**src/rtl/floor_request_queue.sv**
```systemverilog
// Ordered queue of pending floor requests; head floor registered on pos0Mem, 1-cycle latency to head/status.
// Backpressure: requests arriving while full (and no same-cycle pop) are dropped and reported on req_drop.
// Optional duplicate filtering is built when REQ_DEDUP_EN is defined.
module floor_request_queue #(
    parameter int DEPTH   = 4,
    parameter int FLOOR_W = 2
) (
    input  logic                         clk,
    input  logic                         rst_n,
    input  logic                         req_valid,
    input  logic [FLOOR_W-1:0]           req_floor,
    input  logic                         deletePos0,
    output logic [FLOOR_W-1:0]           pos0Mem,
    output logic                         queue_empty,
    output logic                         queue_full,
    output logic [$clog2(DEPTH+1)-1:0]   count,
    output logic                         req_ack,
    output logic                         req_drop
);

    localparam int PTR_W = $clog2(DEPTH);
    localparam int CNT_W = $clog2(DEPTH + 1);

    logic [FLOOR_W-1:0] memQ [DEPTH];
    logic [PTR_W-1:0]   rdPtr;
    logic [PTR_W-1:0]   wrPtr;
    logic [PTR_W-1:0]   rdPtrNext;
    logic [PTR_W-1:0]   wrPtrNext;
    logic [CNT_W-1:0]   countNext;
    logic [FLOOR_W-1:0] headNext;
    logic               pop;
    logic               push;
    logic               dup;

`ifdef REQ_DEDUP_EN
    logic [DEPTH-1:0] validQ;

    // The head counts as pending even when it is retired this cycle: the car is already there.
    always_comb begin
        dup = 1'b0;
        for (int i = 0; i < DEPTH; i++) begin
            if (validQ[i] && (memQ[i] == req_floor)) begin
                dup = 1'b1;
            end
        end
    end

    always_ff @(posedge clk) begin
        if (!rst_n) begin
            validQ <= '0;
        end else begin
            if (pop) begin
                validQ[rdPtr] <= 1'b0;
            end
            if (push) begin
                validQ[wrPtr] <= 1'b1;
            end
        end
    end
`else
    assign dup = 1'b0;
`endif

    always_comb begin
        pop       = deletePos0 & ~queue_empty;
        push      = req_valid & ~dup & (~queue_full | pop);
        rdPtrNext = rdPtr + PTR_W'(pop);
        wrPtrNext = wrPtr + PTR_W'(push);
        countNext = count + CNT_W'(push) - CNT_W'(pop);
        headNext  = pos0Mem;
        // A push landing exactly at the new read pointer means the queue was otherwise empty.
        if (countNext != '0) begin
            if (push && (wrPtr == rdPtrNext)) begin
                headNext = req_floor;
            end else begin
                headNext = memQ[rdPtrNext];
            end
        end
    end

    always_ff @(posedge clk) begin
        if (!rst_n) begin
            rdPtr       <= '0;
            wrPtr       <= '0;
            count       <= '0;
            pos0Mem     <= '0;
            queue_empty <= 1'b1;
            queue_full  <= 1'b0;
            req_ack     <= 1'b0;
            req_drop    <= 1'b0;
            for (int i = 0; i < DEPTH; i++) begin
                memQ[i] <= '0;
            end
        end else begin
            if (push) begin
                memQ[wrPtr] <= req_floor;
            end
            rdPtr       <= rdPtrNext;
            wrPtr       <= wrPtrNext;
            count       <= countNext;
            pos0Mem     <= headNext;
            queue_empty <= (countNext == '0);
            queue_full  <= (countNext == CNT_W'(DEPTH));
            req_ack     <= push;
            req_drop    <= req_valid & ~push;
        end
    end

endmodule

```
**config.mk**
```make
export PLATFORM = sky130hd
export DESIGN_NAME = floor_request_queue
export DESIGN_NICKNAME = d
export VERILOG_FILES = /design/src/rtl/floor_request_queue.sv
export SDC_FILE = /design/constraint.sdc
export NUM_CORES = 1
export LEC_CHECK = 0
export CORE_ASPECT_RATIO = 2
export CORE_MARGIN = 2
export CORE_UTILIZATION = 35
export DETAILED_ROUTE_END_ITERATION = 6
export GPL_ROUTABILITY_DRIVEN = 0
export PLACE_DENSITY = 0.54
export SETUP_SLACK_MARGIN = 0.02
export SYNTH_ARGS = -nofsm -noshare
export SYNTH_HDL_FRONTEND = slang
export SYNTH_SLANG_ARGS = --single-unit
```
**constraint.sdc**
```tcl
create_clock -name clk -period 8.3 [get_ports clk]
set_input_delay 2.075 -clock clk [delete_from_list [all_inputs] [get_ports clk]]
set_output_delay 2.075 -clock clk [all_outputs]
set_load 0.005 [all_outputs]
```
==> qor.csv <==
metric,value,unit
slowest_delay,0.46,ns
firstDrtPassIters,4,
hold_path_class,reg -> reg,
grt_first_pass_wirelength,3.31,mm
start_kind,input port,
crit_family,adder cells,
crit_required,8.45,ns
yosysTopAreaCell,dfxtp_1,
critPathKind,in -> reg,
dr.first_iter.drc_count,24,
max_freq,0.211,GHz
fin_nets,120,
syn_area_per_cell,10.8,µm²
ys_seq_area_frac,0.494,
relSlewSlack,0.541,
cts.reportedPaths.clkPinSlew,0.08,ns
syn_inst,94,
synthFlopType,dfxtp_1,
core-area,0.00277,mm²
antenna_left,0,
crit_chain,"clkdlybuf4s50_1, nand2b_1, inv_1, o21ai_1, ha_1, inv_1, ha_1, fa_1, xnor2_1, xnor2_1, o31ai_4, a21oi_2, a221o_1",
synth_edf_count,8,
maxCapViolations,0,
dieArea,0.00337,mm²
fp.dieH,80.1,µm
slew_violations,0,
period_needed,4.73,ns
cts_made_buffers,3,
p_per_area,326,mW/mm²
post_cts.repair.setup_buffers,0,
routed_via_density,5.04,
cpMaxStageDelayCell,clkdlybuf4s50_1,
tritoncts,yes,
gr-total-overflow,0,
crit_fanout,5,
grt_max_degree,22,
hold_violations,0,
synthTopCellsByArea,"dfxtp_1 (26%), edfxtp_1 (24%), ha_1 (4.9%)",
antenna_found_initial,0,
antennaDiodeCount,0,
dpl.hpwl,1.62,mm
setup-violations-final,0,
synthTopCellsByCount,"dfxtp_1 (13), edfxtp_1 (8), inv_1 (8), nor2_1 (8)",
rows,27,
root_buffer,clkbuf_8,
postCtsHoldBufs,0,
synth_nets,105,
die_x,42.1,µm
clockBufferDepth,2,
async_flop_share,0,
wl,2.05,mm
wl_per_cell,14.9,µm
yosys_warnings,0,
drive_gt1_frac,0.102,
status,finished clean,
yosysMostFrequentCell,dfxtp_1,
vias,691,
rsz0062_at_grt,false,
synth_top_area_share,0.257,
grt_pass1_vias,733,
io_buffers,14,
clock_skew,0.00297,ns
setup_tns,0,ns
clk_latency,0.26,ns
yosysUniqueCellTypes,33,
io_pins,15,
area_growth,20.4,%
cts_resized,0,
ir_drop,0.170,mV
ys_ff_latch,21,
finalCritPeriodShare,0.570,
cts_sinks,21,
grt_usage,0.135,
fin_area,0.00122,mm²
critPathArrivalTime,4.88,ns
p_leak,0.489,nW
place_area,0.00117,mm²
start_util,0.366,
endpoint_kind,flip-flop,
drc,0,
htree_levels,1,
cp.buffers_inverters,3,
syn-cell-area,0.00101,mm²
worstMarginPinSlew,0.687,ns
-- registers in the layout, summed over array words and instances, names as in the netlist --
| signal | cells |
|---|---|
| rdPtr | 2 |
| req_drop | 1 |
| queue_full | 1 |
| queue_empty | 1 |
| pos0Mem | 2 |
| req_ack | 1 |
| count | 3 |
| wrPtr | 2 |
| memQ | 8 |
-- stage by stage --
stage / std cells / hold WS [ns] / worst slack, ns / util / power [mW]
floorplan: 94 / 0.482 / 4.05 / - / 0.271
global placement: 133 / 0.473 / 3.31 / 0.424 / 0.333
detailed placement: 133 / 0.482 / 3.28 / 0.424 / 0.336
CTS: 137 / 0.500 / 3.56 / 0.440 / 0.405
global route: 137 / 0.510 / 3.41 / 0.440 / 0.426
finish: 137 / 0.495 / 3.57 / 0.440 / 0.398
-- layout by cell type (no fill, tap or decap), drive strengths merged, types with 3 or more instances in the layout --
cell and count:
o21ai 5, and2 7, nand2 6, ha 4, inv 8, nand2b 3, xnor2 4, nor3 4
edfxtp 8, dfxtp 13, clkbuf 3, nor2 8, clkdlybuf4s50 14
-- kinds of logic after synthesis --
logic type / synth area share
flops: 0.494
compound gates: 0.112
simple gates: 0.164
buf+inv: 0.0494
fa+ha+maj: 0.0691
xor+xnor: 0.0667
mux: 0.0444
-- layer usage --
| metal | GRT usage | share of wire | vias up |
|---|---|---|---|
| met1 | 0.124 | 0.37 | 322 |
| met5 | 0 | 0 | - |
| met2 | 0.270 | 0.58 | 13 |
| met3 | 0.0225 | 0.024 | 4 |
| met4 | 0.0656 | 0.022 | 0 |
| li1 | - | - | 352 |
-- cell type report --
type / count / area, µm²
Fill cell: 290 / 1550
Sequential cell: 21 / 500
Multi-Input combinational cell: 60 / 463
Timing Repair Buffer: 14 / 140
Clock buffer: 3 / 41.3
Tap cell: 29 / 36.3
Inverter: 9 / 33.8
Clock inverter: 1 / 5.00
-- worst paths after layout --
check	from	slack (ns)	depth (start not counted)	end
worst max-delay path	deletePos0	3.57	13	pos0Mem[0]
worst min-delay path	pos0Mem[1]	0.49	1	pos0Mem[1]
worst max register to register	queue_empty	5.43	12	pos0Mem[0]
worst min register to register	pos0Mem[1]	0.49	1	pos0Mem[1]
-- report_power, final --
group / switching (mW) / internal [mW] / leakage (nW)
combinational: 0.0861 / 0.0909 / 0.273
sequential: 0.0195 / 0.134 / 0.190
clock: 0.0337 / 0.0334 / 0.0255
No activity file was read; power rests on OpenSTA's default activity.
